**config.mk**
```make
export PLATFORM = sky130hd
export DESIGN_NAME = clk_divider_n
export DESIGN_NICKNAME = d
export VERILOG_FILES = /design/src/rtl/div_pkg.sv /design/src/rtl/div_ratio_shadow.sv /design/src/rtl/clk_divider_n.sv
export SDC_FILE = /design/constraint.sdc
export NUM_CORES = 1
export LEC_CHECK = 0
export CORE_ASPECT_RATIO = 0.75
export CORE_MARGIN = 5
export CORE_UTILIZATION = 40
export DETAILED_ROUTE_END_ITERATION = 6
export GPL_TIMING_DRIVEN = 0
export PLACE_DENSITY = 0.65
export SETUP_SLACK_MARGIN = 0.4
export SLEW_MARGIN = 40
export SYNTH_ARGS = -nofsm -noshare
export SYNTH_HDL_FRONTEND = slang
export SYNTH_SLANG_ARGS = --single-unit
```
**constraint.sdc**
```tcl
create_clock -name sys_clk -period 4.8 [get_ports sys_clk]
set_input_delay 0.72 -clock sys_clk [delete_from_list [all_inputs] [get_ports sys_clk]]
set_output_delay 0.72 -clock sys_clk [all_outputs]
set_load 0.02 [all_outputs]
```
**src/rtl/div_pkg.sv**
```systemverilog
// Shared constants for the programmable clock divider (clk_divider_n).
package div_pkg;

    localparam int unsigned CNT_W_DEF     = 8;
    localparam int unsigned DIV_DEF_DEF   = 6;
    localparam int unsigned DIV_MIN       = 1;

    // Bit positions for a packed status readback word {div_pend, div_err}
    localparam int unsigned STAT_ERR_BIT  = 0;
    localparam int unsigned STAT_PEND_BIT = 1;
    localparam int unsigned STAT_W        = 2;

endpackage

```
**src/rtl/div_ratio_shadow.sv**
```systemverilog
// Shadow register for the divide ratio: holds the pending N, the pending flag,
// the load-error pulse and the mux that selects the N for the next period.
module div_ratio_shadow
    import div_pkg::*;
#(
    parameter int unsigned CNT_W   = CNT_W_DEF,
    parameter int unsigned DIV_DEF = DIV_DEF_DEF
) (
    input  logic             clk,
    input  logic             rst_n,
    input  logic             i_load,
    input  logic [CNT_W-1:0] i_val,
    input  logic             i_apply,
    output logic [CNT_W-1:0] o_cur,
    output logic [CNT_W-1:0] o_cur_nxt_c,
    output logic             o_pend,
    output logic             o_err
);

    logic [CNT_W-1:0] r_cur;
    logic [CNT_W-1:0] r_pending;
    logic             r_pend;
    logic             r_err;

    logic             w_load_ok;
    logic [CNT_W-1:0] w_cur_nxt;

    assign w_load_ok = i_load && (i_val >= CNT_W'(DIV_MIN));

    // Next ratio in effect: a same-cycle load beats the stored pending value
    always_comb begin
        w_cur_nxt = r_cur;
        if (i_apply) begin
            if (w_load_ok) begin
                w_cur_nxt = i_val;
            end else if (r_pend) begin
                w_cur_nxt = r_pending;
            end
        end
    end

    // Ratio, pending slot and error pulse registers
    always_ff @(posedge clk or negedge rst_n) begin
        if (!rst_n) begin
            r_cur     <= CNT_W'(DIV_DEF);
            r_pending <= '0;
            r_pend    <= 1'b0;
            r_err     <= 1'b0;
        end else begin
            r_cur     <= w_cur_nxt;
            r_pending <= w_load_ok ? i_val : r_pending;
            r_pend    <= !i_apply && (w_load_ok || r_pend);
            r_err     <= i_load && !w_load_ok;
        end
    end

    assign o_cur       = r_cur;
    assign o_cur_nxt_c = w_cur_nxt;
    assign o_pend      = r_pend;
    assign o_err       = r_err;

endmodule

```
**src/rtl/clk_divider_n.sv**
```systemverilog
// Runtime-programmable integer clock divider with one-cycle enable flag.
// Optional macro DIV_SYNC_EN adds a div_sync input that restarts the period.
module clk_divider_n
    import div_pkg::*;
#(
    parameter int unsigned CNT_W   = CNT_W_DEF,
    parameter int unsigned DIV_DEF = DIV_DEF_DEF
) (
    input  logic             sys_clk,
    input  logic             sys_rst_n,
    input  logic             div_en,
    input  logic             div_load,
    input  logic [CNT_W-1:0] div_val,
`ifdef DIV_SYNC_EN
    input  logic             div_sync,
`endif
    output logic [CNT_W-1:0] div_cur,
    output logic             div_pend,
    output logic             div_err,
    output logic             clk_out,
    output logic             clk_flag
);

    logic [CNT_W-1:0] r_cnt;
    logic             r_run;
    logic             r_flag;
    logic             r_out;

    logic [CNT_W-1:0] w_cur;
    logic [CNT_W-1:0] w_cur_nxt;
    logic [CNT_W-1:0] w_cnt_nxt;
    logic             w_apply;
    logic             w_wrap;
    logic             w_sync;
    logic             w_flag_nxt;
    logic             w_out_nxt;

`ifdef DIV_SYNC_EN
    assign w_sync = div_sync;
`else
    assign w_sync = 1'b0;
`endif

    div_ratio_shadow #(
        .CNT_W   (CNT_W),
        .DIV_DEF (DIV_DEF)
    ) u_shadow (
        .clk         (sys_clk),
        .rst_n       (sys_rst_n),
        .i_load      (div_load),
        .i_val       (div_val),
        .i_apply     (w_apply),
        .o_cur       (w_cur),
        .o_cur_nxt_c (w_cur_nxt),
        .o_pend      (div_pend),
        .o_err       (div_err)
    );

    assign w_wrap = (r_cnt == (w_cur - CNT_W'(1)));

    // Counter advance; every non-advancing cycle is a period boundary
    always_comb begin
        w_cnt_nxt = '0;
        w_apply   = 1'b1;
        if (div_en && r_run && !w_sync && !w_wrap) begin
            w_cnt_nxt = r_cnt + CNT_W'(1);
            w_apply   = 1'b0;
        end
    end

    // Outputs precomputed from next count and next ratio, so they align with r_cnt
    always_comb begin
        w_flag_nxt = div_en && (w_cnt_nxt == (w_cur_nxt - CNT_W'(1)));
        w_out_nxt  = div_en && (w_cnt_nxt < (w_cur_nxt >> 1));
    end

    // Counter, run tracker and registered outputs
    always_ff @(posedge sys_clk or negedge sys_rst_n) begin
        if (!sys_rst_n) begin
            r_cnt  <= '0;
            r_run  <= 1'b0;
            r_flag <= 1'b0;
            r_out  <= 1'b0;
        end else begin
            r_cnt  <= w_cnt_nxt;
            r_run  <= div_en;
            r_flag <= w_flag_nxt;
            r_out  <= w_out_nxt;
        end
    end

    assign div_cur  = w_cur;
    assign clk_flag = r_flag;
    assign clk_out  = r_out;

endmodule

```
==> results by group <==
Run status
  • Outcome: finished clean

Route
  • Via count: 1,997
  • DR DRC count: 0
  • DR pass1 iterations: 5
  • Wire per inst: around 17 µm
  • Routed WL: 6.03 mm
  • Iteration-0 DRC Markers: approximately 180
  • Post-DRT Antenna Nets: 0
  • Via-to-Cell Ratio: 5.74

Run
  • Max cap viols: 0

Clock tree
  • Cts hold-fix bufs: 0
  • Largest buffer count on any clock path: 2
  • Clk_lat worst skew: 290 ps
  • Post-CTS Setup Inserts: 0
  • # clock sinks: 29
  • Post_cts resized: 0
  • CTS tree: done
  • Root buf cell: clkbuf_8
  • Worst-path clk slew: ~70 ps
  • Total CTS buffers: 5
  • H-tree depth: 2

Logic synthesis
  • Yosys warning count: 0
  • Post-synthesis compound-gate area fraction: between 20% and 30%
  • Synth Area per Inst: around 9.2 µm²
  • Adder-Cell Fraction of Synth Area: between 5 and 6%
  • Synth Area in Simple Gates: roughly a quarter
  • XOR/XNOR share of the synthesized area: ~6.6%
  • Post-Syn Instances: around 240
  • Cell Area, Synth: around 2200 µm²
  • Main synth FF type: dfrtp_1
  • Netlist cell types: 69
  • EDFF count, synth: 0
  • Main combinational cell family by area after synthesis: compound AO/OA/AOI/OAI gates
  • Async set or reset register ratio after synthesis: 100%
  • Seq cells post-synth: 29
  • Syn Nets: between 200 and 300
  • Seq/Total Area, Yosys: about a third
  • Mux cell area share after synthesis: 0%

STA
  • Final setup vio count: 0
  • FMAX: 244 MHz
  • Period utilization: about 85%
  • Min cycle time layout: ~4100 ps
  • Worst Skew: between 8 and 9 ps
  • RSZ-0062 raised after global routing: no
  • Max-slew violation count: 0
  • WHS: between 400 and 500 ps
  • Slew @ Worst Pin: 676 ps
  • Relative slew slack: a little over half
  • Fin. Hold Viols: 0
  • Setup_tns: 0 ps

Worst setup path
  • Worst path cell trace: inv_1, ha_1, or3b_1, nor4_4, inv_2, a221o_2, nand2_2, buf_4, nor2_1, a21oi_1, ha_1, o31ai_1, and4b_1, or3_1, nand4_1, a221oi_2
  • Req. time, crit path: about 5000 ps
  • Reg-to-reg startpoint: u_shadow.o_cur[0]
  • Worst R2R Setup Slack: roughly 700 ps
  • Worst setup SP type: flip-flop
  • Cell mode on critical path: ha_1
  • Crit. End Element: flip-flop
  • Crit. Startpoint: u_shadow.o_cur[0]
  • Register-to-Register Path Depth: 16
  • Family with the most delay on the worst path: simple AND/OR/NAND/NOR gates
  • Slowest stage delay, CP: between 400 and 500 ps
  • WP data arrival: between 4000 and 5000 ps
  • Slowest CP cell: or3b_1
  • WP buf/inv: 3
  • CP Depth: 16
  • Worst-path fanout max: 10
  • WS Path Type: flip-flop to flip-flop
  • Setup crit end: clk_flag
  • RR Endpoint: clk_flag

Placement
  • Dpl hpwl: 4.67 mm
  • Placed Area: 2550 µm²
  • # port buffers: 22
  • Routability Congestion: around 0.90

Floorplan
  • Initial Util: 41.6%
  • IO Count: 24
  • Die height: between 70 and 80 µm
  • Die area: about 7200 µm²
  • Die width: 96.4 µm
  • FP Rows: 23
  • Core area: between 5000 and 6000 µm²

Global route
  • Vias in the first global route: between 1,500 and 2,000
  • GRT Overall Usage: 18.6%
  • Antenna violations before repair: 0
  • Gr ovfl total: 0
  • Largest net degree at the start of global routing: 30
  • First-pass GRT wire length: slightly above 10 mm

Layout
  • Antenna diode count: 0
  • Post-route cell area: around 2700 µm²
  • Nets@finish: about 290
  • Share of cells above drive strength 1: around 16%
  • Area delta synth->final: 18.7%
  • Fin util: 49.4%
  • # fillers: 513
  • Area of the multi-input gates: around 1400 µm²
  • FF+latch area: 728 µm²

Worst hold path
  • Worst hold path class: input pin to async pin

Pwr
  • Power, Total: a little under 0.8 mW
  • Pleak: 1.12 nW
  • P per Cell Area: approximately 300 nW/µm²
  • Peak VDD IR: 0.156 mV
## cells by family (layout without fill, tap and decap cells)
| logic type | count (synthesis) | count (layout) |
|---|---|---|
| DFF | 29 | 29 |
| AOI/OAI and AO/OA | 71 | 71 |
| xor gates and xnor gates | 16 | 16 |
| buffers and inverters | 26 | 56 |
| and+or+nand+nor | 92 | 92 |
| adders and majority gates | 9 | 9 |
## cell usage in the layout (no fill, tap or decap), drive strengths merged, types with 3 or more instances in the layout
cell type,instances
dfrtp,27
clkdlybuf4s50,21
nand2,18
inv,17
nor2,14
clkbuf,13
nand3,11
a22o,11
o21ai,11
ha,9
xnor2,8
a21oi,8
a22oi,8
xor2,8
nand4,6
nor3,6
buf,5
nor4,5
or3,5
a31oi,4
or2,4
a221oi,4
and3,3
nor2b,3
o31ai,3
and2,3
and4,3
## metrics by stage
step	cells	setup WS, ps
floorplan	243	1060
global placement	340	472
detailed placement	340	445
CTS	348	421
global route	348	477
finish	348	710
## cells in the mapped netlist (all sizes together) (2+ instances only)
cell	number	area, µm²
xnor2	8	70.1
or2	4	25.0
a21o	2	15.0
a22oi	8	60.1
a221o	2	21.3
or2b	2	15.0
nor2b	3	18.8
a21boi	2	15.0
clkbuf	5	28.8
nand3	11	60.1
or3	5	37.5
dfrtp	27	676
a32oi	2	17.5
nand2	18	67.6
a221oi	4	65.1
a22o	11	97.6
inv	17	63.8
o31ai	3	22.5
nand2b	2	12.5
nor2	14	55.1
a21bo	2	20.0
nor4	5	43.8
dfstp	2	52.6
ha	9	113
o211ai	2	15.0
o21ai	11	70.1
xor2	8	77.6
nand4b	2	17.5
a211oi	2	20.0
a31oi	4	25.0
nand4	6	37.5
a21oi	8	40.0
and3	3	18.8
and4	3	28.8
buf	4	27.5
and2	3	20.0
nor3	6	30.0
## final cells by class
cell class	count	area share (%)
Buffer	9	2.21
Clock buffer	8	3.39
Inverter	17	2.40
Multi-Input combinational cell	188	52.9
Sequential cell	29	27.4
Tap cell	75	3.53
Timing Repair Buffer	22	8.10
## how the worst min path moves through the flow
| stage | startpoint | slack [ps] | cells past startpoint | to |
|---|---|---|---|---|
| final | sys_rst_n | 460 | 1 | u_shadow.r_pending[6] |
| after detailed placement | u_shadow.r_pending[0] | 470 | 2 | u_shadow.r_pending[0] |
| after global routing | sys_rst_n | 520 | 1 | u_shadow.r_pending[5] |
| after global placement | u_shadow.r_pending[0] | 460 | 2 | u_shadow.r_pending[0] |
| after floorplan | sys_rst_n | 420 | 0 | clk_flag |
| after CTS | u_shadow.r_pending[0] | 480 | 2 | u_shadow.r_pending[0] |
## power by group
part	switching [mW]	internal, mW	total, mW	leakage, nW
Clock	0.0950	0.117	0.212	0.0455
Sequential	0.0245	0.267	0.291	0.367
Combinational	0.160	0.122	0.282	0.707
## sequential cells by signal (all words and copies together), names as in the netlist
| signal | cells |
|---|---|
| u_shadow.o_err | 1 |
| u_shadow.o_cur | 8 |
| r_cnt | 8 |
| u_shadow.o_pend | 1 |
| clk_out | 1 |
| u_shadow.r_pending | 8 |
| r_run | 1 |
| clk_flag | 1 |
## routing by layer
| metal | up-vias | routed length [µm] | track usage, % |
|---|---|---|---|
| met5 | - | 0 | 0 |
| met4 | 0 | 86 | 5.29 |
| met3 | 11 | 314 | 4.40 |
| met2 | 61 | 2510 | 25.9 |
| met1 | 951 | 3120 | 28.6 |
| li1 | 974 | - | - |
Note: power is estimated with default switching activity, not from simulation.
